==> src/rtl/fc_tile_sequencer_if.sv <==
// Command, handshake and status bundle between the NPU top control, the FC tile sequencer
// and the downstream AGU / PE array.
interface fc_tile_sequencer_if #(
    parameter int ADDR_W = 12,
    parameter int CNT_W  = 8
);
    logic              i_LayerStart;
    logic              i_Abort;
    logic [ADDR_W-1:0] i_StartAdder;
    logic [ADDR_W-1:0] i_TileStride;
    logic [CNT_W-1:0]  i_Input_PieceNum;
    logic [CNT_W-1:0]  i_Out_PieceNum;
    logic [CNT_W-1:0]  i_TileNum;
    logic              i_PreComp_Rdy;
    logic              i_PE_Rdy;

    logic              o_AGUStart;
    logic [ADDR_W-1:0] o_StartAdder;
    logic              o_bFirstTiling;
    logic              o_bLastTiling;
    logic              o_GroupStart;
    logic [CNT_W-1:0]  o_TileIdx;
    logic              o_Busy;
    logic              o_LayerDone;

    modport master (
        output i_LayerStart, i_Abort, i_StartAdder, i_TileStride,
               i_Input_PieceNum, i_Out_PieceNum, i_TileNum, i_PreComp_Rdy, i_PE_Rdy,
        input  o_AGUStart, o_StartAdder, o_bFirstTiling, o_bLastTiling,
               o_GroupStart, o_TileIdx, o_Busy, o_LayerDone
    );

    modport slave (
        input  i_LayerStart, i_Abort, i_StartAdder, i_TileStride,
               i_Input_PieceNum, i_Out_PieceNum, i_TileNum, i_PreComp_Rdy, i_PE_Rdy,
        output o_AGUStart, o_StartAdder, o_bFirstTiling, o_bLastTiling,
               o_GroupStart, o_TileIdx, o_Busy, o_LayerDone
    );
endinterface

==> src/rtl/fc_tile_sequencer.sv <==
// FC layer tile sequencer: splits one layer command into tilings, starts the AGU per tiling
// and paces one group-start per IOB read, throttled by PE and AGU readiness.
module fc_tile_sequencer #(
    parameter int ADDR_W    = 12,
    parameter int CNT_W     = 8,
    parameter int GROUP_GAP = 1
) (
    input  logic               i_clk,
    input  logic               i_rst,
    fc_tile_sequencer_if.slave bus
);
    localparam int GAP_W = 4;
    localparam logic [CNT_W-1:0]  CNT_ZERO  = {CNT_W{1'b0}};
    localparam logic [CNT_W-1:0]  CNT_ONE   = CNT_W'(1);
    localparam logic [ADDR_W-1:0] ADDR_ZERO = {ADDR_W{1'b0}};
    localparam logic [GAP_W-1:0]  GAP_ZERO  = {GAP_W{1'b0}};
    localparam logic [GAP_W-1:0]  GAP_ONE   = GAP_W'(1);
    localparam logic [GAP_W-1:0]  GAP_LAST  = GAP_W'((GROUP_GAP > 32'sd0) ? (GROUP_GAP - 32'sd1) : 32'sd0);
    localparam bit                NO_GAP    = (GROUP_GAP == 32'sd0);

    typedef enum logic [2:0] {
        IDLE  = 3'd0,
        START = 3'd1,
        ARM   = 3'd2,
        ISSUE = 3'd3,
        GAP   = 3'd4,
        TEND  = 3'd5,
        DONE  = 3'd6
    } state_t;

    state_t            state;
    logic [CNT_W-1:0]  inNum;
    logic [CNT_W-1:0]  outNum;
    logic [CNT_W-1:0]  tileNum;
    logic [CNT_W-1:0]  inCnt;
    logic [CNT_W-1:0]  outCnt;
    logic [CNT_W-1:0]  tileIdx;
    logic [ADDR_W-1:0] tileStride;
    logic [ADDR_W-1:0] startAdder;
    logic [GAP_W-1:0]  gapCnt;
    logic              aguStart;
    logic              layerDone;
    logic              busy;

    logic groupFire;
    logic inWrap;
    logic outWrap;
    logic lastTile;

    // A count of 0 reads as 256: (cnt+1) wraps to 0 in CNT_W bits exactly at the 256th step.
    always_comb begin
        groupFire = (state == ISSUE) && bus.i_PE_Rdy && bus.i_PreComp_Rdy
                    && !bus.i_Abort && !i_rst;
        inWrap    = ((inCnt + CNT_ONE) == inNum);
        outWrap   = ((outCnt + CNT_ONE) == outNum);
        lastTile  = ((tileIdx + CNT_ONE) == tileNum);
    end

    // Layer FSM with its registered pulses, counters and per-tiling address.
    always_ff @(posedge i_clk) begin
        if (i_rst) begin
            state      <= IDLE;
            inNum      <= CNT_ZERO;
            outNum     <= CNT_ZERO;
            tileNum    <= CNT_ZERO;
            inCnt      <= CNT_ZERO;
            outCnt     <= CNT_ZERO;
            tileIdx    <= CNT_ZERO;
            tileStride <= ADDR_ZERO;
            startAdder <= ADDR_ZERO;
            gapCnt     <= GAP_ZERO;
            aguStart   <= 1'b0;
            layerDone  <= 1'b0;
            busy       <= 1'b0;
        end else if (bus.i_Abort) begin
            state     <= IDLE;
            aguStart  <= 1'b0;
            layerDone <= 1'b0;
            busy      <= 1'b0;
        end else begin
            aguStart  <= 1'b0;
            layerDone <= 1'b0;
            case (state)
                IDLE: begin
                    if (bus.i_LayerStart) begin
                        inNum      <= bus.i_Input_PieceNum;
                        outNum     <= bus.i_Out_PieceNum;
                        tileNum    <= bus.i_TileNum;
                        tileStride <= bus.i_TileStride;
                        startAdder <= bus.i_StartAdder;
                        tileIdx    <= CNT_ZERO;
                        busy       <= 1'b1;
                        aguStart   <= 1'b1;
                        state      <= START;
                    end else begin
                        state <= IDLE;
                    end
                end
                START: begin
                    inCnt  <= CNT_ZERO;
                    outCnt <= CNT_ZERO;
                    state  <= ARM;
                end
                ARM: begin
                    if (bus.i_PreComp_Rdy) begin
                        state <= ISSUE;
                    end else begin
                        state <= ARM;
                    end
                end
                ISSUE: begin
                    if (groupFire) begin
                        gapCnt <= GAP_ZERO;
                        if (inWrap) begin
                            inCnt  <= CNT_ZERO;
                            outCnt <= outWrap ? CNT_ZERO : (outCnt + CNT_ONE);
                        end else begin
                            inCnt <= inCnt + CNT_ONE;
                        end
                        if (inWrap && outWrap) begin
                            state <= TEND;
                        end else if (NO_GAP) begin
                            state <= ISSUE;
                        end else begin
                            state <= GAP;
                        end
                    end else begin
                        state <= ISSUE;
                    end
                end
                GAP: begin
                    if (gapCnt == GAP_LAST) begin
                        state <= ISSUE;
                    end else begin
                        gapCnt <= gapCnt + GAP_ONE;
                    end
                end
                TEND: begin
                    if (lastTile) begin
                        layerDone <= 1'b1;
                        state     <= DONE;
                    end else begin
                        // Address wraps silently at 2^ADDR_W.
                        tileIdx    <= tileIdx + CNT_ONE;
                        startAdder <= startAdder + tileStride;
                        aguStart   <= 1'b1;
                        state      <= START;
                    end
                end
                DONE: begin
                    busy  <= 1'b0;
                    state <= IDLE;
                end
                default: begin
                    busy  <= 1'b0;
                    state <= IDLE;
                end
            endcase
        end
    end

    assign bus.o_AGUStart     = aguStart;
    assign bus.o_StartAdder   = startAdder;
    assign bus.o_TileIdx      = tileIdx;
    assign bus.o_Busy         = busy;
    assign bus.o_LayerDone    = layerDone;
    assign bus.o_GroupStart   = groupFire;
    assign bus.o_bFirstTiling = busy && (tileIdx == CNT_ZERO);
    assign bus.o_bLastTiling  = busy && lastTile;
endmodule

==> src/flat_wrapper.sv <==
// flat-port wrapper written by rule: the top's interface ports become plain ports
module fc_tile_sequencer_flat 
#(
    parameter int ADDR_W    = 12,
    parameter int CNT_W     = 8,
    parameter int GROUP_GAP = 1
)
  (i_clk, i_rst, bus_i_LayerStart, bus_i_Abort, bus_i_StartAdder, bus_i_TileStride, bus_i_Input_PieceNum, bus_i_Out_PieceNum, bus_i_TileNum, bus_i_PreComp_Rdy, bus_i_PE_Rdy, bus_o_AGUStart, bus_o_StartAdder, bus_o_bFirstTiling, bus_o_bLastTiling, bus_o_GroupStart, bus_o_TileIdx, bus_o_Busy, bus_o_LayerDone);
  fc_tile_sequencer_if #(.ADDR_W(ADDR_W), .CNT_W(CNT_W)) bus_i ();
  input  logic i_clk;
  input  logic i_rst;
  input wire logic [$bits(bus_i.i_LayerStart)-1:0] bus_i_LayerStart;
  input wire logic [$bits(bus_i.i_Abort)-1:0] bus_i_Abort;
  input wire logic [$bits(bus_i.i_StartAdder)-1:0] bus_i_StartAdder;
  input wire logic [$bits(bus_i.i_TileStride)-1:0] bus_i_TileStride;
  input wire logic [$bits(bus_i.i_Input_PieceNum)-1:0] bus_i_Input_PieceNum;
  input wire logic [$bits(bus_i.i_Out_PieceNum)-1:0] bus_i_Out_PieceNum;
  input wire logic [$bits(bus_i.i_TileNum)-1:0] bus_i_TileNum;
  input wire logic [$bits(bus_i.i_PreComp_Rdy)-1:0] bus_i_PreComp_Rdy;
  input wire logic [$bits(bus_i.i_PE_Rdy)-1:0] bus_i_PE_Rdy;
  output wire logic [$bits(bus_i.o_AGUStart)-1:0] bus_o_AGUStart;
  output wire logic [$bits(bus_i.o_StartAdder)-1:0] bus_o_StartAdder;
  output wire logic [$bits(bus_i.o_bFirstTiling)-1:0] bus_o_bFirstTiling;
  output wire logic [$bits(bus_i.o_bLastTiling)-1:0] bus_o_bLastTiling;
  output wire logic [$bits(bus_i.o_GroupStart)-1:0] bus_o_GroupStart;
  output wire logic [$bits(bus_i.o_TileIdx)-1:0] bus_o_TileIdx;
  output wire logic [$bits(bus_i.o_Busy)-1:0] bus_o_Busy;
  output wire logic [$bits(bus_i.o_LayerDone)-1:0] bus_o_LayerDone;
  assign bus_i.i_LayerStart = bus_i_LayerStart;
  assign bus_i.i_Abort = bus_i_Abort;
  assign bus_i.i_StartAdder = bus_i_StartAdder;
  assign bus_i.i_TileStride = bus_i_TileStride;
  assign bus_i.i_Input_PieceNum = bus_i_Input_PieceNum;
  assign bus_i.i_Out_PieceNum = bus_i_Out_PieceNum;
  assign bus_i.i_TileNum = bus_i_TileNum;
  assign bus_i.i_PreComp_Rdy = bus_i_PreComp_Rdy;
  assign bus_i.i_PE_Rdy = bus_i_PE_Rdy;
  assign bus_o_AGUStart = bus_i.o_AGUStart;
  assign bus_o_StartAdder = bus_i.o_StartAdder;
  assign bus_o_bFirstTiling = bus_i.o_bFirstTiling;
  assign bus_o_bLastTiling = bus_i.o_bLastTiling;
  assign bus_o_GroupStart = bus_i.o_GroupStart;
  assign bus_o_TileIdx = bus_i.o_TileIdx;
  assign bus_o_Busy = bus_i.o_Busy;
  assign bus_o_LayerDone = bus_i.o_LayerDone;
  fc_tile_sequencer #(.ADDR_W(ADDR_W), .CNT_W(CNT_W), .GROUP_GAP(GROUP_GAP)) u_core (.i_clk(i_clk), .i_rst(i_rst), .bus(bus_i));
endmodule
==> config.mk <==
export PLATFORM = sky130hd
export DESIGN_NAME = fc_tile_sequencer_flat
export DESIGN_NICKNAME = d
export VERILOG_FILES = /design/src/rtl/fc_tile_sequencer_if.sv /design/src/rtl/fc_tile_sequencer.sv /design/src/flat_wrapper.sv
export SDC_FILE = /design/constraint.sdc
export NUM_CORES = 1
export LEC_CHECK = 0
export BUFFER_PORTS_ARGS = -buffer_cell sky130_fd_sc_hd__buf_4
export CAP_MARGIN = 20
export CORE_MARGIN = 4
export CORE_UTILIZATION = 58
export CTS_BUF_LIST = sky130_fd_sc_hd__clkbuf_2 sky130_fd_sc_hd__clkbuf_4 sky130_fd_sc_hd__clkbuf_8
export DETAILED_ROUTE_END_ITERATION = 7
export GPL_TIMING_DRIVEN = 0
export PLACE_DENSITY = 0.93
export SYNTH_ARGS = -nofsm -noshare
export SYNTH_HDL_FRONTEND = slang
export SYNTH_SLANG_ARGS = --single-unit
export TNS_END_PERCENT = 100
==> constraint.sdc <==
create_clock -name i_clk -period 2.71 [get_ports i_clk]
set_input_delay 0.271 -clock i_clk [delete_from_list [all_inputs] [get_ports i_clk]]
set_output_delay 0.271 -clock i_clk [all_outputs]
set_load 0.1 [all_outputs]
==> out/qor.csv <==
stage;metric;value;unit
sta;timing.hold.ws;0.145;ns
yosys;synth.distinct_cells;74;
critical_path;crit_slowest_cell;a2111oi_2;
sta;skew;0.00737;ns
grt;antenna_found_initial;0;
pwr;irDropWorstVdd;0.325;mV
flow_run;drv_cap;0;
layout;fill_cells;606;
critical_path;crit_fanout;9;
critical_path;endpoint_kind;output port;
sta;hold_viol_final;0;
sta;worstMarginPinSlew;0.631;ns
floorplan;die_x;97.9;µm
critical_path;path_delay_family;simple AND/OR/NAND/NOR gates;
grt;grt_usage;26.5;%
place;dpl.hpwl;9.63;mm
critical_path;critical_path_class;register to output port;
layout;fin_nets;753;
grt;grt_remaining_overflow;0;
critical_path;ff2ff_path_depth;10;
critical_path;path_cells;buf_4 -> and4_4 -> nand4_2 -> a2111oi_2 -> and4b_4 -> and3_2 -> buf_12;
sta;setup_viol_count_final;0;
hold_path;min_to;u_core.tileStride[11]$_SDFFE_PP0P_;
yosys;ys_seq_elements;82;
sta;maxSlewViolCount;0;
sta;period_needed;2.65;ns
detailed_routing;drt_iter0_markers;379;
sta;slew_headroom;57.9;%
pwr;p_per_area;477;nW/µm²
clock_network;cts_tree;done;
pwr;combPwrFrac;16.5;%
detailed_routing;finalWirelength;13.2;mm
clock_network;clock-sinks;82;
hold_path;min_from;bus_i_TileStride[11];
critical_path;r2r_slack;0.08;ns
detailed_routing;drc;0;
detailed_routing;routedWlPerCell;16.7;µm
clock_network;clock_latency;0.36;ns
place;port_buffers;79;
layout;drive_gt1_share;20.3;%
pwr;switching_share;28.1;%
detailed_routing;dr.pass1.iters;5;
floorplan;die_y;97.9;µm
layout;multi_input_area;2830;µm²
critical_path;cp.arrival;2.38;ns
pwr;p_sw;0.761;mW
yosys;ys_warn_count;0;
yosys;synthCells;589;
pwr;seqPwrFrac;47.1;%
layout;area_growth;21.2;%
hold_path;hold_class;primary input to register;
yosys;netlist_area;4690;µm²
detailed_routing;viasPerCell;6.15;
clock_network;clockBufferDepth;2;
sta;post-route-period-util;97.7;%
clock_network;htreeDepth;3;
grt;grt_pass1_vias;4711;
clock_network;cts_root_buf;clkbuf_8;
clock_network;clk_pin_slew_worst_paths;0.08;ns
critical_path;crit_path_start;u_core.bus.o_TileIdx[3]$_SDFFE_PP0P_;
critical_path;cp.required;2.44;ns
yosys;syn_nets;661;
critical_path;reg2reg_from;u_core.bus.o_TileIdx[3]$_SDFFE_PP0P_;
yosys;synth_edf_count;0;
layout;diodes;0;
pwr;internal-power;1.95;mW
hold_path;whs_path_depth;3;
grt;grt_max_degree;13;
floorplan;dieArea;9580;µm²
sta;setup_tns;0;ns
grt;grt_pass1_wl;21.2;mm
yosys;async_reset_ff_share;0;%
status;outcome;completed;
yosys;syn_avg_cell_area;7.96;µm²
critical_path;r2r-end;u_core.bus.o_TileIdx[6]$_SDFFE_PP0P_;
pwr;leakagePower;2.28;nW
layout;final-seq-area;1660;µm²
critical_path;critPathBufInv;2;
critical_path;crit_path_start_kind;register;
clock_network;numCtsBuffers;9;
sta;rsz0062_at_grt;false;
detailed_routing;vias;4839;
pwr;pwr-share-clk;36.4;%
floorplan;start_util;60.0;%
yosys;seq_area_frac_synth;35.0;%
sta;max_freq;378;MHz
place;place_congestion;0.897;
detailed_routing;antenna_left;0;
critical_path;critPathMaxStageDelay;0.36;ns
floorplan;io_pins;80;
yosys;synth_flop_cell;dfxtp_1;
floorplan;core_region_area;7810;µm²
floorplan;rows;32;
[state kept, by name, indices dropped and copies added (netlist names)]
register / flops
u_core.bus.o_StartAdder: 12
u_core.tileStride: 12
u_core.bus.o_TileIdx: 8
u_core.inCnt: 8
u_core.inNum: 8
u_core.outCnt: 8
u_core.outNum: 8
u_core.tileNum: 8
u_core.gapCnt: 4
u_core.state: 3
u_core.bus.o_AGUStart: 1
u_core.bus.o_Busy: 1
u_core.bus.o_LayerDone: 1
[worst max path at each step]
stage | endpoint | depth (start not counted) | slack [ns]
6_report | bus_o_bLastTiling | 7 | 0.06
5_1_grt | u_core.bus.o_StartAdder[3]$_SDFFE_PP0P_ | 10 | 0.008
4_1_cts | u_core.outCnt[4]$_SDFFE_PP0P_ | 9 | 0.02
3_5_place_dp | u_core.outCnt[4]$_SDFFE_PP0P_ | 9 | 0.09
3_3_place_gp | u_core.outCnt[5]$_SDFFE_PP0P_ | 9 | 0.15
2_1_floorplan | u_core.bus.o_TileIdx[7]$_SDFFE_PP0P_ | 9 | 0.01
[power by group through the flow]
stage	Sequential, mW	Combinational (mW)	Clock [mW]
after floorplan	1.39	0.202	0
after detailed placement	1.30	0.435	0
final	1.28	0.446	0.988
after global routing	1.28	0.479	1.04
after CTS	1.28	0.438	0.987
after global placement	1.30	0.421	0
[metal layers]
| metal | track usage, % | wire, µm |
|---|---|---|
| met5 | 0 | 0 |
| met1 | 31.7 | 5170 |
| met2 | 46.6 | 6530 |
| met4 | 11.3 | 383 |
| met3 | 4.64 | 1100 |
[synth_stat cells, drive strengths merged, types with 4 or more instances]
cell | instances | area share, %
nand2 | 105 | 8.6
dfxtp | 82 | 35
a21oi | 57 | 6.2
clkbuf | 26 | 2.1
nor2 | 26 | 2.1
nand3 | 24 | 2.6
nor3 | 24 | 2.7
xnor2 | 19 | 3.6
xor2 | 19 | 3.6
ha | 17 | 4.5
o21ai | 15 | 1.6
buf | 14 | 1.7
inv | 13 | 1.0
a31oi | 10 | 1.3
nand4 | 9 | 1.3
or3 | 9 | 1.2
a21o | 8 | 1.3
a211oi | 7 | 1.1
nor4 | 7 | 0.93
o31ai | 7 | 1.1
nor2b | 6 | 0.80
o211ai | 6 | 0.96
and3 | 5 | 0.67
nand2b | 5 | 0.67
o22ai | 5 | 0.67
a311oi | 4 | 0.75
and2 | 4 | 0.53
o21a | 4 | 0.64
[cell usage in the layout (no fill, tap or decap), types with 19 or more instances in the layout]
cell	n
nand3_1	24
clkbuf_1	25
nand2_1	102
nor2_1	26
nor3_1	23
a21oi_1	55
dfxtp_1	73
xnor2_1	19
xor2_1	19
buf_4	83
[layout make-up]
cell class	count	area share [%]
clock buffers	12	2.58
flip-flops and latches	82	29.2
inverters	14	0.926
repair buffers	82	11.1
clock inverters	3	1.15
multi-input cells	453	49.8
plain buffers	39	3.04
well taps	102	2.25
[through the flow]
stage	area [µm²]	instances	util, %	worst slack [ns]	power, mW
final	5680	787	72.7	0.0623	2.71
after global routing	5680	787	72.7	0.00759	2.79
after CTS	5650	786	72.3	0.0192	2.70
after detailed placement	5420	770	69.4	0.0916	1.74
after global placement	5420	770	69.4	0.152	1.72
after floorplan	4700	589	-	0.0123	1.59
[worst min-delay path: stages]
cell,delay [ns]
buf_4,0.11
nand2_1,0.04
a21oi_1,0.05
[cell families (layout without fill, tap and decap cells)]
kind of cell / Yosys count / in the layout / synth area share, %
and+or+nand+nor: 241 / 241 / 25.2
AOI/OAI and AO/OA: 153 / 153 / 22.1
DFF: 82 / 82 / 35.0
buffers and inverters: 54 / 150 / 4.89
xor gates and xnor gates: 38 / 38 / 7.10
adders and majority gates: 18 / 18 / 4.97
muxes: 3 / 3 / 0.748
[what timing repair did]
item | CTS | global route
endpoints found under the setup margin | 1 | 10
setup buffers | 1 | 2
hold buffers | 0 | 0
resized for setup | 2 | 5
pin swaps | 1 | 1
Power figures use the tool's default switching activity.
